<file path="src/rtl/lpc_arb_pkg.sv">
// Shared types and constants for the LPC memory arbiter.
package lpc_arb_pkg;

    typedef enum logic [2:0] {
        IDLE     = 3'd0,
        ISSUE_LO = 3'd1,
        WAIT_LO  = 3'd2,
        ISSUE_HI = 3'd3,
        WAIT_HI  = 3'd4,
        RESP     = 3'd5
    } state_t;

    typedef enum logic {
        REQ_IMEM = 1'b0,
        REQ_DMEM = 1'b1
    } req_id_t;

    localparam logic LPC_DIR_READ  = 1'b0;
    localparam logic LPC_DIR_WRITE = 1'b1;

    localparam logic BEAT_LO = 1'b0;
    localparam logic BEAT_HI = 1'b1;

    // Byte address of one beat of a 16-bit word; wraps modulo 2^32.
    function automatic logic [31:0] byte_addr(input logic [31:0] base,
                                              input logic [15:0] word_addr,
                                              input logic        beat);
        return base + {15'd0, word_addr, 1'b0} + {31'd0, beat};
    endfunction

endpackage

</file>
<file path="src/rtl/lpc_mem_arbiter_if.sv">
// Requester and LPC-host signal bundle for lpc_mem_arbiter.
// slave: the arbiter's view. master: the surrounding core/host view.
interface lpc_mem_arbiter_if;

    logic        imem_req;
    logic [15:0] imem_addr;
    logic        imem_ack;
    logic [15:0] imem_rdata;

    logic        dmem_req;
    logic        dmem_we;
    logic [15:0] dmem_addr;
    logic [15:0] dmem_wdata;
    logic        dmem_ack;
    logic [15:0] dmem_rdata;

    logic        lpc_go;
    logic        lpc_dir;
    logic [31:0] lpc_addr;
    logic [7:0]  lpc_wdata;
    logic        lpc_busy;
    logic        lpc_done;
    logic [7:0]  lpc_rdata;

    logic        arb_busy;

    modport slave (
        input  imem_req, imem_addr, dmem_req, dmem_we, dmem_addr, dmem_wdata,
        input  lpc_busy, lpc_done, lpc_rdata,
        output imem_ack, imem_rdata, dmem_ack, dmem_rdata,
        output lpc_go, lpc_dir, lpc_addr, lpc_wdata, arb_busy
    );

    modport master (
        output imem_req, imem_addr, dmem_req, dmem_we, dmem_addr, dmem_wdata,
        output lpc_busy, lpc_done, lpc_rdata,
        input  imem_ack, imem_rdata, dmem_ack, dmem_rdata,
        input  lpc_go, lpc_dir, lpc_addr, lpc_wdata, arb_busy
    );

endinterface

</file>
<file path="src/rtl/lpc_arb_pick.sv">
// Grant selection between the fetch and data requesters.
// LPC_ARB_RR_EN: round-robin on ties using the last-granted pointer;
// otherwise dmem always wins a tie and no pointer input exists.
import lpc_arb_pkg::*;

module lpc_arb_pick (
    input  logic    imem_req,
    input  logic    dmem_req,
`ifdef LPC_ARB_RR_EN
    input  req_id_t last,
`endif
    output logic    grant,
    output req_id_t grant_id
);

    // Pick the winner; grant_id is only meaningful while grant is high.
    always_comb begin
        grant    = imem_req | dmem_req;
        grant_id = REQ_IMEM;
`ifdef LPC_ARB_RR_EN
        if (imem_req && dmem_req)
            grant_id = (last == REQ_IMEM) ? REQ_DMEM : REQ_IMEM;
        else if (dmem_req)
            grant_id = REQ_DMEM;
`else
        if (dmem_req)
            grant_id = REQ_DMEM;
`endif
    end

endmodule

</file>
<file path="src/rtl/lpc_mem_arbiter.sv">
// Shares one LPC host between the fetch and data ports of the core.
// Each 16-bit word becomes two LPC byte cycles, low byte first.
// Optional macro LPC_ARB_RR_EN selects round-robin tie breaking.
import lpc_arb_pkg::*;

module lpc_mem_arbiter #(
    parameter logic [31:0] IMEM_BASE = 32'h0000_0000,
    parameter logic [31:0] DMEM_BASE = 32'h0001_0000
) (
    input logic               clk,
    input logic               rst_n,
    lpc_mem_arbiter_if.slave  bus
);

    state_t      state, state_nxt;
    req_id_t     id_q;
    logic        dir_q;
    logic [15:0] addr_q;
    logic [15:0] wdata_q;
    logic [7:0]  lo_q;
    logic [15:0] imem_rdata_q;
    logic [15:0] dmem_rdata_q;

    logic        grant;
    req_id_t     grant_id;
    logic        in_beat;
    logic        beat;
    logic [31:0] base;

`ifdef LPC_ARB_RR_EN
    req_id_t     last_q;

    // Remember who was granted last; reset favours dmem on the first tie.
    always_ff @(posedge clk) begin
        if (!rst_n)
            last_q <= REQ_IMEM;
        else if (state == IDLE && grant)
            last_q <= grant_id;
    end
`endif

    lpc_arb_pick u_pick (
        .imem_req (bus.imem_req),
        .dmem_req (bus.dmem_req),
`ifdef LPC_ARB_RR_EN
        .last     (last_q),
`endif
        .grant    (grant),
        .grant_id (grant_id)
    );

    // State register.
    always_ff @(posedge clk) begin
        if (!rst_n)
            state <= IDLE;
        else
            state <= state_nxt;
    end

    // Capture the granted request, collect read bytes, publish read words.
    always_ff @(posedge clk) begin
        if (!rst_n) begin
            id_q         <= REQ_IMEM;
            dir_q        <= LPC_DIR_READ;
            addr_q       <= '0;
            wdata_q      <= '0;
            lo_q         <= '0;
            imem_rdata_q <= '0;
            dmem_rdata_q <= '0;
        end else begin
            if (state == IDLE && grant) begin
                id_q <= grant_id;
                if (grant_id == REQ_DMEM) begin
                    dir_q   <= bus.dmem_we ? LPC_DIR_WRITE : LPC_DIR_READ;
                    addr_q  <= bus.dmem_addr;
                    wdata_q <= bus.dmem_wdata;
                end else begin
                    dir_q   <= LPC_DIR_READ;
                    addr_q  <= bus.imem_addr;
                    wdata_q <= '0;
                end
            end
            if (state == WAIT_LO && bus.lpc_done)
                lo_q <= bus.lpc_rdata;
            // The word lands as RESP is entered, so it is valid with ack.
            if (state == WAIT_HI && bus.lpc_done) begin
                if (id_q == REQ_IMEM)
                    imem_rdata_q <= {bus.lpc_rdata, lo_q};
                else if (dir_q == LPC_DIR_READ)
                    dmem_rdata_q <= {bus.lpc_rdata, lo_q};
            end
        end
    end

    // Next state, go pulse and acknowledges.
    always_comb begin
        state_nxt    = state;
        bus.lpc_go   = 1'b0;
        bus.imem_ack = 1'b0;
        bus.dmem_ack = 1'b0;
        case (state)
            IDLE:     if (grant) state_nxt = ISSUE_LO;
            ISSUE_LO: if (!bus.lpc_busy) begin
                          bus.lpc_go = 1'b1;
                          state_nxt  = WAIT_LO;
                      end
            WAIT_LO:  if (bus.lpc_done) state_nxt = ISSUE_HI;
            ISSUE_HI: if (!bus.lpc_busy) begin
                          bus.lpc_go = 1'b1;
                          state_nxt  = WAIT_HI;
                      end
            WAIT_HI:  if (bus.lpc_done) state_nxt = RESP;
            RESP: begin
                bus.imem_ack = (id_q == REQ_IMEM);
                bus.dmem_ack = (id_q == REQ_DMEM);
                state_nxt    = IDLE;
            end
            default:  state_nxt = IDLE;
        endcase
    end

    // LPC controls are held from go until done and forced to 0 otherwise.
    always_comb begin
        in_beat       = (state == ISSUE_LO) || (state == WAIT_LO) ||
                        (state == ISSUE_HI) || (state == WAIT_HI);
        beat          = ((state == ISSUE_HI) || (state == WAIT_HI)) ? BEAT_HI : BEAT_LO;
        base          = (id_q == REQ_DMEM) ? DMEM_BASE : IMEM_BASE;
        bus.lpc_addr  = '0;
        bus.lpc_wdata = '0;
        bus.lpc_dir   = LPC_DIR_READ;
        if (in_beat) begin
            bus.lpc_addr  = byte_addr(base, addr_q, beat);
            bus.lpc_wdata = (beat == BEAT_HI) ? wdata_q[15:8] : wdata_q[7:0];
            bus.lpc_dir   = dir_q;
        end
    end

    assign bus.imem_rdata = imem_rdata_q;
    assign bus.dmem_rdata = dmem_rdata_q;
    assign bus.arb_busy   = (state != IDLE);

endmodule

</file>
<file path="src/flat_wrapper.sv">
// flat-port wrapper written by rule: the top's interface ports become plain ports
module lpc_mem_arbiter_flat 
#(
    parameter logic [31:0] IMEM_BASE = 32'h0000_0000,
    parameter logic [31:0] DMEM_BASE = 32'h0001_0000
)
  (clk, rst_n, bus_imem_req, bus_imem_addr, bus_dmem_req, bus_dmem_we, bus_dmem_addr, bus_dmem_wdata, bus_lpc_busy, bus_lpc_done, bus_lpc_rdata, bus_imem_ack, bus_imem_rdata, bus_dmem_ack, bus_dmem_rdata, bus_lpc_go, bus_lpc_dir, bus_lpc_addr, bus_lpc_wdata, bus_arb_busy);
  lpc_mem_arbiter_if bus_i ();
  input logic clk;
  input logic rst_n;
  input wire logic [$bits(bus_i.imem_req)-1:0] bus_imem_req;
  input wire logic [$bits(bus_i.imem_addr)-1:0] bus_imem_addr;
  input wire logic [$bits(bus_i.dmem_req)-1:0] bus_dmem_req;
  input wire logic [$bits(bus_i.dmem_we)-1:0] bus_dmem_we;
  input wire logic [$bits(bus_i.dmem_addr)-1:0] bus_dmem_addr;
  input wire logic [$bits(bus_i.dmem_wdata)-1:0] bus_dmem_wdata;
  input wire logic [$bits(bus_i.lpc_busy)-1:0] bus_lpc_busy;
  input wire logic [$bits(bus_i.lpc_done)-1:0] bus_lpc_done;
  input wire logic [$bits(bus_i.lpc_rdata)-1:0] bus_lpc_rdata;
  output wire logic [$bits(bus_i.imem_ack)-1:0] bus_imem_ack;
  output wire logic [$bits(bus_i.imem_rdata)-1:0] bus_imem_rdata;
  output wire logic [$bits(bus_i.dmem_ack)-1:0] bus_dmem_ack;
  output wire logic [$bits(bus_i.dmem_rdata)-1:0] bus_dmem_rdata;
  output wire logic [$bits(bus_i.lpc_go)-1:0] bus_lpc_go;
  output wire logic [$bits(bus_i.lpc_dir)-1:0] bus_lpc_dir;
  output wire logic [$bits(bus_i.lpc_addr)-1:0] bus_lpc_addr;
  output wire logic [$bits(bus_i.lpc_wdata)-1:0] bus_lpc_wdata;
  output wire logic [$bits(bus_i.arb_busy)-1:0] bus_arb_busy;
  assign bus_i.imem_req = bus_imem_req;
  assign bus_i.imem_addr = bus_imem_addr;
  assign bus_i.dmem_req = bus_dmem_req;
  assign bus_i.dmem_we = bus_dmem_we;
  assign bus_i.dmem_addr = bus_dmem_addr;
  assign bus_i.dmem_wdata = bus_dmem_wdata;
  assign bus_i.lpc_busy = bus_lpc_busy;
  assign bus_i.lpc_done = bus_lpc_done;
  assign bus_i.lpc_rdata = bus_lpc_rdata;
  assign bus_imem_ack = bus_i.imem_ack;
  assign bus_imem_rdata = bus_i.imem_rdata;
  assign bus_dmem_ack = bus_i.dmem_ack;
  assign bus_dmem_rdata = bus_i.dmem_rdata;
  assign bus_lpc_go = bus_i.lpc_go;
  assign bus_lpc_dir = bus_i.lpc_dir;
  assign bus_lpc_addr = bus_i.lpc_addr;
  assign bus_lpc_wdata = bus_i.lpc_wdata;
  assign bus_arb_busy = bus_i.arb_busy;
  lpc_mem_arbiter #(.IMEM_BASE(IMEM_BASE), .DMEM_BASE(DMEM_BASE)) u_core (.clk(clk), .rst_n(rst_n), .bus(bus_i));
endmodule
</file>
<file path="config.mk">
export PLATFORM = sky130hd
export DESIGN_NAME = lpc_mem_arbiter_flat
export DESIGN_NICKNAME = d
export VERILOG_FILES = /design/src/rtl/lpc_arb_pkg.sv /design/src/rtl/lpc_mem_arbiter_if.sv /design/src/rtl/lpc_arb_pick.sv /design/src/rtl/lpc_mem_arbiter.sv /design/src/flat_wrapper.sv
export SDC_FILE = /design/constraint.sdc
export NUM_CORES = 1
export LEC_CHECK = 0
export CAP_MARGIN = 20
export CORE_MARGIN = 5
export CORE_UTILIZATION = 46
export CTS_BUF_LIST = sky130_fd_sc_hd__clkbuf_4 sky130_fd_sc_hd__clkbuf_8
export DETAILED_ROUTE_END_ITERATION = 8
export GPL_ROUTABILITY_DRIVEN = 1
export PLACE_DENSITY = 0.9
export SETUP_SLACK_MARGIN = 0.5
export SLEW_MARGIN = 20
export SYNTH_ARGS = -nofsm -noshare
export SYNTH_HDL_FRONTEND = slang
export SYNTH_SLANG_ARGS = --single-unit
</file>
<file path="constraint.sdc">
create_clock -name clk -period 1.95 [get_ports clk]
set_input_delay 0.39 -clock clk [delete_from_list [all_inputs] [get_ports clk]]
set_output_delay 0.39 -clock clk [all_outputs]
set_load 0.02 [all_outputs]
</file>
==> results.json, run 1 <==
{
  "timing.setup.critical_path_class": "reg2out",
  "grt_setup_unrepaired": "yes",
  "cts_num_sinks": 77,
  "floorplan.initialDensity_pct": 46.9,
  "numPlacedInstances": 654,
  "worst_setup_hold_path_clk_slew_ps": 90,
  "io-pin-count": 140,
  "dr_total_vias": 4107,
  "worst_path_dominant_cell_family": "buffers and inverters",
  "pre_cts_ws_ps": -269,
  "detail_route.drc_violations": 0,
  "post_synth_mux_area_share_pct": 6.26,
  "cp_num_cells": 7,
  "end_kind": "output port",
  "synth_top_area_share_pct": 40.2,
  "post-synth-top-area-cell": "dfxtp_1",
  "grt_antenna_before_repair": 1,
  "detail_route.wirelength_mm": 14.9,
  "grt_first_pass_wirelength_mm": 20.0,
  "core_region_area_mm2": 0.00818,
  "synth_xor_area_share_pct": 0.228,
  "net_total_in_the_final_layout": 650,
  "ys_top_cells_by_count": "dfxtp_1 (77), o21ai_0 (61), nand3_1 (56)",
  "via_count_of_the_first_global_routing_pass": 3984,
  "worst_pin_slew_ps": 529,
  "period_needed_ps": 2130,
  "cellLeakagePower_nw": 2.66,
  "layout_overhead_on_the_synthesized_area_pct": 70.9,
  "critical_path.startpoint_type": "register",
  "postSynthRegisterBits": 77,
  "drive_gt1_share_pct": 43.0,
  "timing.critical_path.from": "u_core.state[1]",
  "path_cells": "buf_4 > nor3_4 > inv_2 > buf_6 > nand2_8 > a21oi_4 > buf_6",
  "dr.pass1.iters": 5,
  "synth-edff-count": 0,
  "main_combinational_cell_family_by_area_after_synthesis": "compound AO/OA/AOI/OAI gates",
  "buffers_inverters_on_critical_path": 4,
  "wl_per_cell_um": 21.4,
  "postSynth.asyncResetShare_pct": 0,
  "required_time_at_the_endpoint_of_the_critical_path_ps": 1560,
  "power_density_mw_per_mm2": 895,
  "synth_ff_type": "dfxtp_1",
  "min_period_over_period_pct": 109,
  "layout.cells.non_filler": 697,
  "dp_hpwl_mm": 8.43,
  "globalplace.congestion": 0.829,
  "cell_with_the_most_instances_after_synthesis": "dfxtp_1",
  "failed_checks": "negative setup slack",
  "r2r_start": "u_core.state[1]",
  "post_synth_inst_count": 434,
  "final.setup_skew_ps": 11.3,
  "synth.yosys.seq_area_share_pct": 40.2,
  "fmax_ghz": 0.470,
  "hold_violations": 0,
  "postLayoutSetupSlackWorst_ps": -179,
  "grt_max_degree": 25,
  "cts-buffers-inserted": 9,
  "drv.max_cap_violation_count": 0,
  "post_drt_via_cell_ratio": 5.89,
  "yosys.area_share.adder_pct": 0.326,
  "cts_tree": "done",
  "reg2regPathDepth": 8,
  "synth.top_cells.by_area": "dfxtp_1 (40%), o21ai_0 (8.0%), nand3_1 (7.3%)",
  "worst_setup_path_endpoint": "bus_lpc_wdata[5]",
  "synth-compound-area-share_pct": 24.3,
  "timing.slew.headroom_pct": 64.7,
  "fp-row-count": 33,
  "reg2reg_slack_ps": 230,
  "reg2reg_to": "u_core.addr_q[9]",
  "cp.arrival_ps": 1740,
  "floorplan_die_height_um": 101,
  "io_buffers": 125,
  "drt-initial-drc-count": 288,
  "post_synth_simple_gate_area_pct": 19.5,
  "cts-htree-levels": 3,
  "critPathMaxFanout": 8,
  "die_outline_area_mm2": 0.0103,
  "critical_path_top_delay_cell": "dfxtp_4",
  "global_route_usage_over_all_layers_pct": 24.4,
  "critical_path.max_stage_delay_ps": 370,
  "detail-route-antenna-nets": 0,
  "outcome": "finished, violations left",
  "number_of_max_slew_violations_in_the_final_report": 0,
  "ys_warn_count": 0,
  "max-clock-path-buffers": 2,
  "die_w_um": 101,
  "clkLatencyLatePin_ps": 360,
  "synth.lib_cells_used.distinct": 43,
  "synth_area_per_cell_um2": 8.84,
  "clk_root_buf": "clkbuf_8",
  "hold_buffers": 0,
  "crit_top_cell": "buf_6",
  "timing.final.setup_violations": 26,
  "vdd_ir_drop_max_mv": 0.620,
  "combined_area_of_all_synthesized_cells_mm2": 0.00384,
  "grt.overflow.total": 0,
  "hold_class": "reg2reg"
}
[flip-flops by register name (all words and copies together) (netlist names)]
register               count
u_core.addr_q             16
u_core.bus.dmem_rdata     16
u_core.bus.imem_rdata     16
u_core.wdata_q            16
u_core.lo_q                8
u_core.state               3
u_core.dir_q               1
u_core.id_q                1
[placed cells by master (no fill, tap or decap), types with 6 or more instances in the layout]
cell             count
a21boi_2            18
conb_1              14
o21ai_2             18
buf_6               45
nor2b_1             11
dlygate4sd2_1        8
nand3_2             18
o21ai_0             16
a21oi_4              8
buf_12              10
clkdlybuf4s15_1     12
clkdlybuf4s50_1     58
mux2i_1             24
dfxtp_1             74
o21ai_1             27
a21boi_1            30
clkbuf_2            14
nand2_4             15
nand3_4              6
clkbuf_8             9
nand3_1             32
buf_4               30
and3_4              19
o211a_1             16
[per-stage QoR]
stage               hold WS (ps)  setup TNS (ps)  power (mW)  util, %  area, um2
global placement             463           -2990        3.68     66.9       5470
global route                 493           -4910        6.07     80.2       6560
detailed placement           473           -4100        3.74     66.9       5470
floorplan                    449               0        3.12        -       4180
CTS                          484           -2050        5.36     73.9       6040
finish                       470           -3590        5.87     80.2       6560
[power by group]
part / switching, mW / internal (mW) / total (mW)
clock: 0.677 / 0.611 / 1.29
combinational: 1.39 / 1.31 / 2.70
sequential: 0.140 / 1.74 / 1.88
[kinds of logic (layout without fill, tap and decap cells)]
logic type,Yosys count,after routing
compound gates,141,141
xor+xnor,1,1
fa+ha+maj,1,1
buf+inv,59,203
flops,77,77
mux,24,24
other cells,1,15
simple gates,130,130
[worst min-delay path by stage]
stage	start	end	slack, ps	depth (start not counted)
finish	u_core.bus.imem_rdata[5]	u_core.bus.imem_rdata[5]	470	2
global route	u_core.bus.imem_rdata[2]	u_core.bus.imem_rdata[2]	490	2
CTS	u_core.bus.imem_rdata[0]	u_core.bus.imem_rdata[0]	480	2
detailed placement	u_core.wdata_q[8]	u_core.wdata_q[8]	470	2
global placement	u_core.wdata_q[10]	u_core.wdata_q[10]	460	2
floorplan	u_core.wdata_q[10]	u_core.wdata_q[10]	450	2
[final cells by class]
type | count | area (um2)
fillers | 456 | 1620
inverters | 2 | 7.51
flip-flops and latches | 77 | 1550
repair buffers | 185 | 1940
diodes | 1 | 2.50
well taps | 105 | 131
clock buffers | 9 | 124
clock inverters | 7 | 82.6
multi-input cells | 311 | 2720
[metal layers]
metal  track usage, %  routed length (um)  vias up
li1                 -                   -     1845
met1             29.1                5360     1984
met2             43.5                7750      234
met3             6.54                1220       44
met4             6.24                 607        0
met5                0                   0        -
[timing repair]
action,in CTS,in global routing
setup buffers,13,7
gates resized for setup,288,208
gates cloned,4,2
pin swaps,14,37
endpoints found under the setup margin,134,131
endpoints found under the hold margin,0,0
[worst register-to-register path: cells and delay by family (launching register included)]
| kind | cells | cell delay [ps] |
|---|---|---|
| buffers and inverters | 5 | 740 |
| AOI/OAI and AO/OA | 1 | 140 |
| and+or+nand+nor | 2 | 420 |
| DFF | 1 | 370 |
No activity file was read; power rests on OpenSTA's default activity.
==> run 2: changes to the inputs <==
--- a/config.mk
+++ b/config.mk
@@ -13,7 +13,7 @@
 export GPL_ROUTABILITY_DRIVEN = 1
 export PLACE_DENSITY = 0.9
 export SETUP_SLACK_MARGIN = 0.5
-export SLEW_MARGIN = 20
+export SLEW_MARGIN = 10
 export SYNTH_ARGS = -nofsm -noshare
 export SYNTH_HDL_FRONTEND = slang
 export SYNTH_SLANG_ARGS = --single-unit
==> results of run 2 <==
No change in the layout: final DEF, timing and power equal those of run 1.
==> run 3: changes to the inputs <==
--- a/config.mk
+++ b/config.mk
@@ -11,6 +11,8 @@
 export CTS_BUF_LIST = sky130_fd_sc_hd__clkbuf_4 sky130_fd_sc_hd__clkbuf_8
 export DETAILED_ROUTE_END_ITERATION = 8
 export GPL_ROUTABILITY_DRIVEN = 1
+export GPL_TIMING_DRIVEN = 0
+export HOLD_SLACK_MARGIN = 0.1
 export PLACE_DENSITY = 0.9
 export SETUP_SLACK_MARGIN = 0.5
 export SLEW_MARGIN = 10
==> run 3 against run 2 <==
The run still ends with negative setup slack left. Register-to-register slack lost 60 ps. Die area is the same. Total power grew 14%. Core utilization grew 5.2 points. Clock power grew 22%. Clock-buffer cell count is the same. Sequential power is essentially flat. Fmax shrank 6.6%. Global-route usage grew 2.9 points. Via count grew 12%. Sequential cell count is the same. Critical endpoint is now bus_lpc_wdata[4]. Largest power group unchanged.
==> results.json, run 3 (same netlist as run 1, synthesis figures left out) <==
{
  "outcome": "finished, violations left",
  "failed_checks": "negative setup slack",
  "timing.critical_path.from": "u_core.state[0]",
  "critical_path.startpoint_type": "register",
  "layout_commonest_cell": "dfxtp_1",
  "min_from": "rst_n",
  "post_drt_via_cell_ratio": 6.18,
  "hold_class": "in2reg",
  "via_count_of_the_first_global_routing_pass": 4403,
  "fp-row-count": 33,
  "grt_setup_unrepaired": "yes",
  "most-common-layout-cells": "dfxtp_1 (73), buf_6 (72), clkdlybuf4s50_1 (58)",
  "core_region_area_mm2": 0.00818,
  "layout_overhead_on_the_synthesized_area_pct": 82.0,
  "drt-initial-drc-count": 460,
  "wl_met1_mm": 6.46,
  "end_kind": "output port",
  "critical_path_top_delay_cell": "dfxtp_2",
  "clk_root_buf": "clkbuf_8",
  "detail-route-antenna-nets": 0,
  "clkLatencyLatePin_ps": 380,
  "required_time_at_the_endpoint_of_the_critical_path_ps": 1560,
  "cp.arrival_ps": 1890,
  "postLayoutSetupSlackWorst_ps": -330,
  "detail_route.wirelength_mm": 18.1,
  "dr.pass1.iters": 5,
  "die_outline_area_mm2": 0.0103,
  "cellLeakagePower_nw": 2.84,
  "cts_tree": "done",
  "p_seq_share_pct": 28.2,
  "drive_gt1_share_pct": 46.6,
  "net_total_in_the_final_layout": 701,
  "wl_met2_mm": 8.99,
  "grt.overflow.total": 0,
  "worst_pin_slew_ps": 517,
  "global_route_usage_over_all_layers_pct": 27.3,
  "timing.slew.headroom_pct": 65.5,
  "netSwitchingPower_mw": 2.49,
  "seq_area_mm2": 0.00155,
  "grt_first_pass_wirelength_mm": 21.9,
  "comb_power_share_pct": 48.2,
  "switching_share_of_total_power_pct": 37.3,
  "min_period_over_period_pct": 117,
  "cts-buffers-inserted": 9,
  "final.setup_skew_ps": 20.3,
  "power_density_mw_per_mm2": 958,
  "cts-htree-levels": 3,
  "grt_antenna_before_repair": 0,
  "worst_hold_slack_ps": 372,
  "floorplan.initialDensity_pct": 46.9,
  "detail_route.drc_violations": 0,
  "floorplan_die_height_um": 101,
  "period_needed_ps": 2280,
  "multiInputGateArea_mm2": 0.00271,
  "wl_met3_mm": 1.62,
  "cts_num_sinks": 77,
  "dp_hpwl_mm": 8.85,
  "vdd_ir_drop_max_mv": 0.618,
  "dr_total_vias": 4615,
  "drv.max_cap_violation_count": 0,
  "fin_total_pwr_mw": 6.69,
  "antenna_cells": 0,
  "io-pin-count": 140,
  "path_cells": "buf_6 > nor3_4 > inv_2 > buf_6 > buf_8 > nand2_8 > a21oi_4 > buf_6",
  "topRoutingLayerUsed": "met4",
  "grt_max_degree": 15,
  "wl_per_cell_um": 24.3,
  "die_w_um": 101,
  "worst_setup_hold_path_clk_slew_ps": 100,
  "crit_top_cell": "buf_6",
  "fill_cells": 378,
  "fmax_ghz": 0.439,
  "io_buffers": 124,
  "power_frac_clock_pct": 23.7,
  "critPathMaxFanout": 8,
  "globalplace.congestion": 0.889,
  "timing.setup.critical_path_class": "reg2out",
  "critical_path.max_stage_delay_ps": 350,
  "timing.final.setup_violations": 28,
  "r2r_start": "u_core.state[0]",
  "hold_violations": 0,
  "number_of_max_slew_violations_in_the_final_report": 0,
  "internal_power_mw": 4.20,
  "max-clock-path-buffers": 2
}
-- run 3: worst max-delay path: cells and delay by family, from the launching register on --
| kind | cells | cell delay, ps |
|---|---|---|
| buf+inv | 5 | 700 |
| compound gates | 1 | 60 |
| simple gates | 2 | 400 |
| flops | 1 | 350 |
-- run 3: final cells by class --
| type | count | area share [%] |
|---|---|---|
| buffer | 57 | 7.13 |
| clock buffer | 9 | 1.77 |
| clock inverter | 7 | 1.76 |
| inverter | 2 | 0.107 |
| multi-input combinational | 311 | 38.7 |
| sequential | 77 | 22.1 |
| tap | 105 | 1.88 |
| timing repair buffer | 179 | 26.5 |
-- run 3: final timing paths --
check | endpoint | slack [ps] | depth (start not counted)
hold / removal | u_core.bus.dmem_rdata[7] | 370 | 2
hold reg to reg | u_core.bus.imem_rdata[9] | 470 | 2
setup reg to reg | u_core.wdata_q[5] | 170 | 10
setup / recovery | bus_lpc_wdata[4] | -330 | 8
-- run 3: power groups by stage --
stage          combinational [mW]  clock [mW]  sequential (mW)
5_1_grt                      3.32        1.62             1.89
2_1_floorplan                1.28           0             1.84
3_5_place_dp                 1.90           0             1.86
4_1_cts                      2.53        1.50             1.84
6_report                     3.22        1.58             1.88
3_3_place_gp                 1.84           0             1.85
-- run 3: repair_timing --
item | in CTS | in global routing
resized for setup | 352 | 199
cloned | 7 | 5
endpoints found under the setup margin | 138 | 124
hold buffers | 0 | 0
pin swaps | 33 | 66
setup buffers | 27 | 16
-- run 3: metrics by stage --
stage | setup TNS [ps] | setup WS [ps] | utilization (%) | instance area, um2 | instances
floorplan | 0 | 272 | - | 4180 | 447
global placement | -13070 | -460 | 67.9 | 5550 | 676
detailed placement | -17260 | -510 | 67.9 | 5550 | 676
CTS | -3740 | -196 | 78.3 | 6400 | 726
global route | -7530 | -346 | 85.4 | 6990 | 747
finish | -7040 | -330 | 85.4 | 6990 | 747
-- run 3: metal layers --
layer	GRT usage, %	vias up
met5	0	-
met4	15.3	0
met3	5.99	94
met2	48.5	354
met1	29.9	2217
li1	-	1950
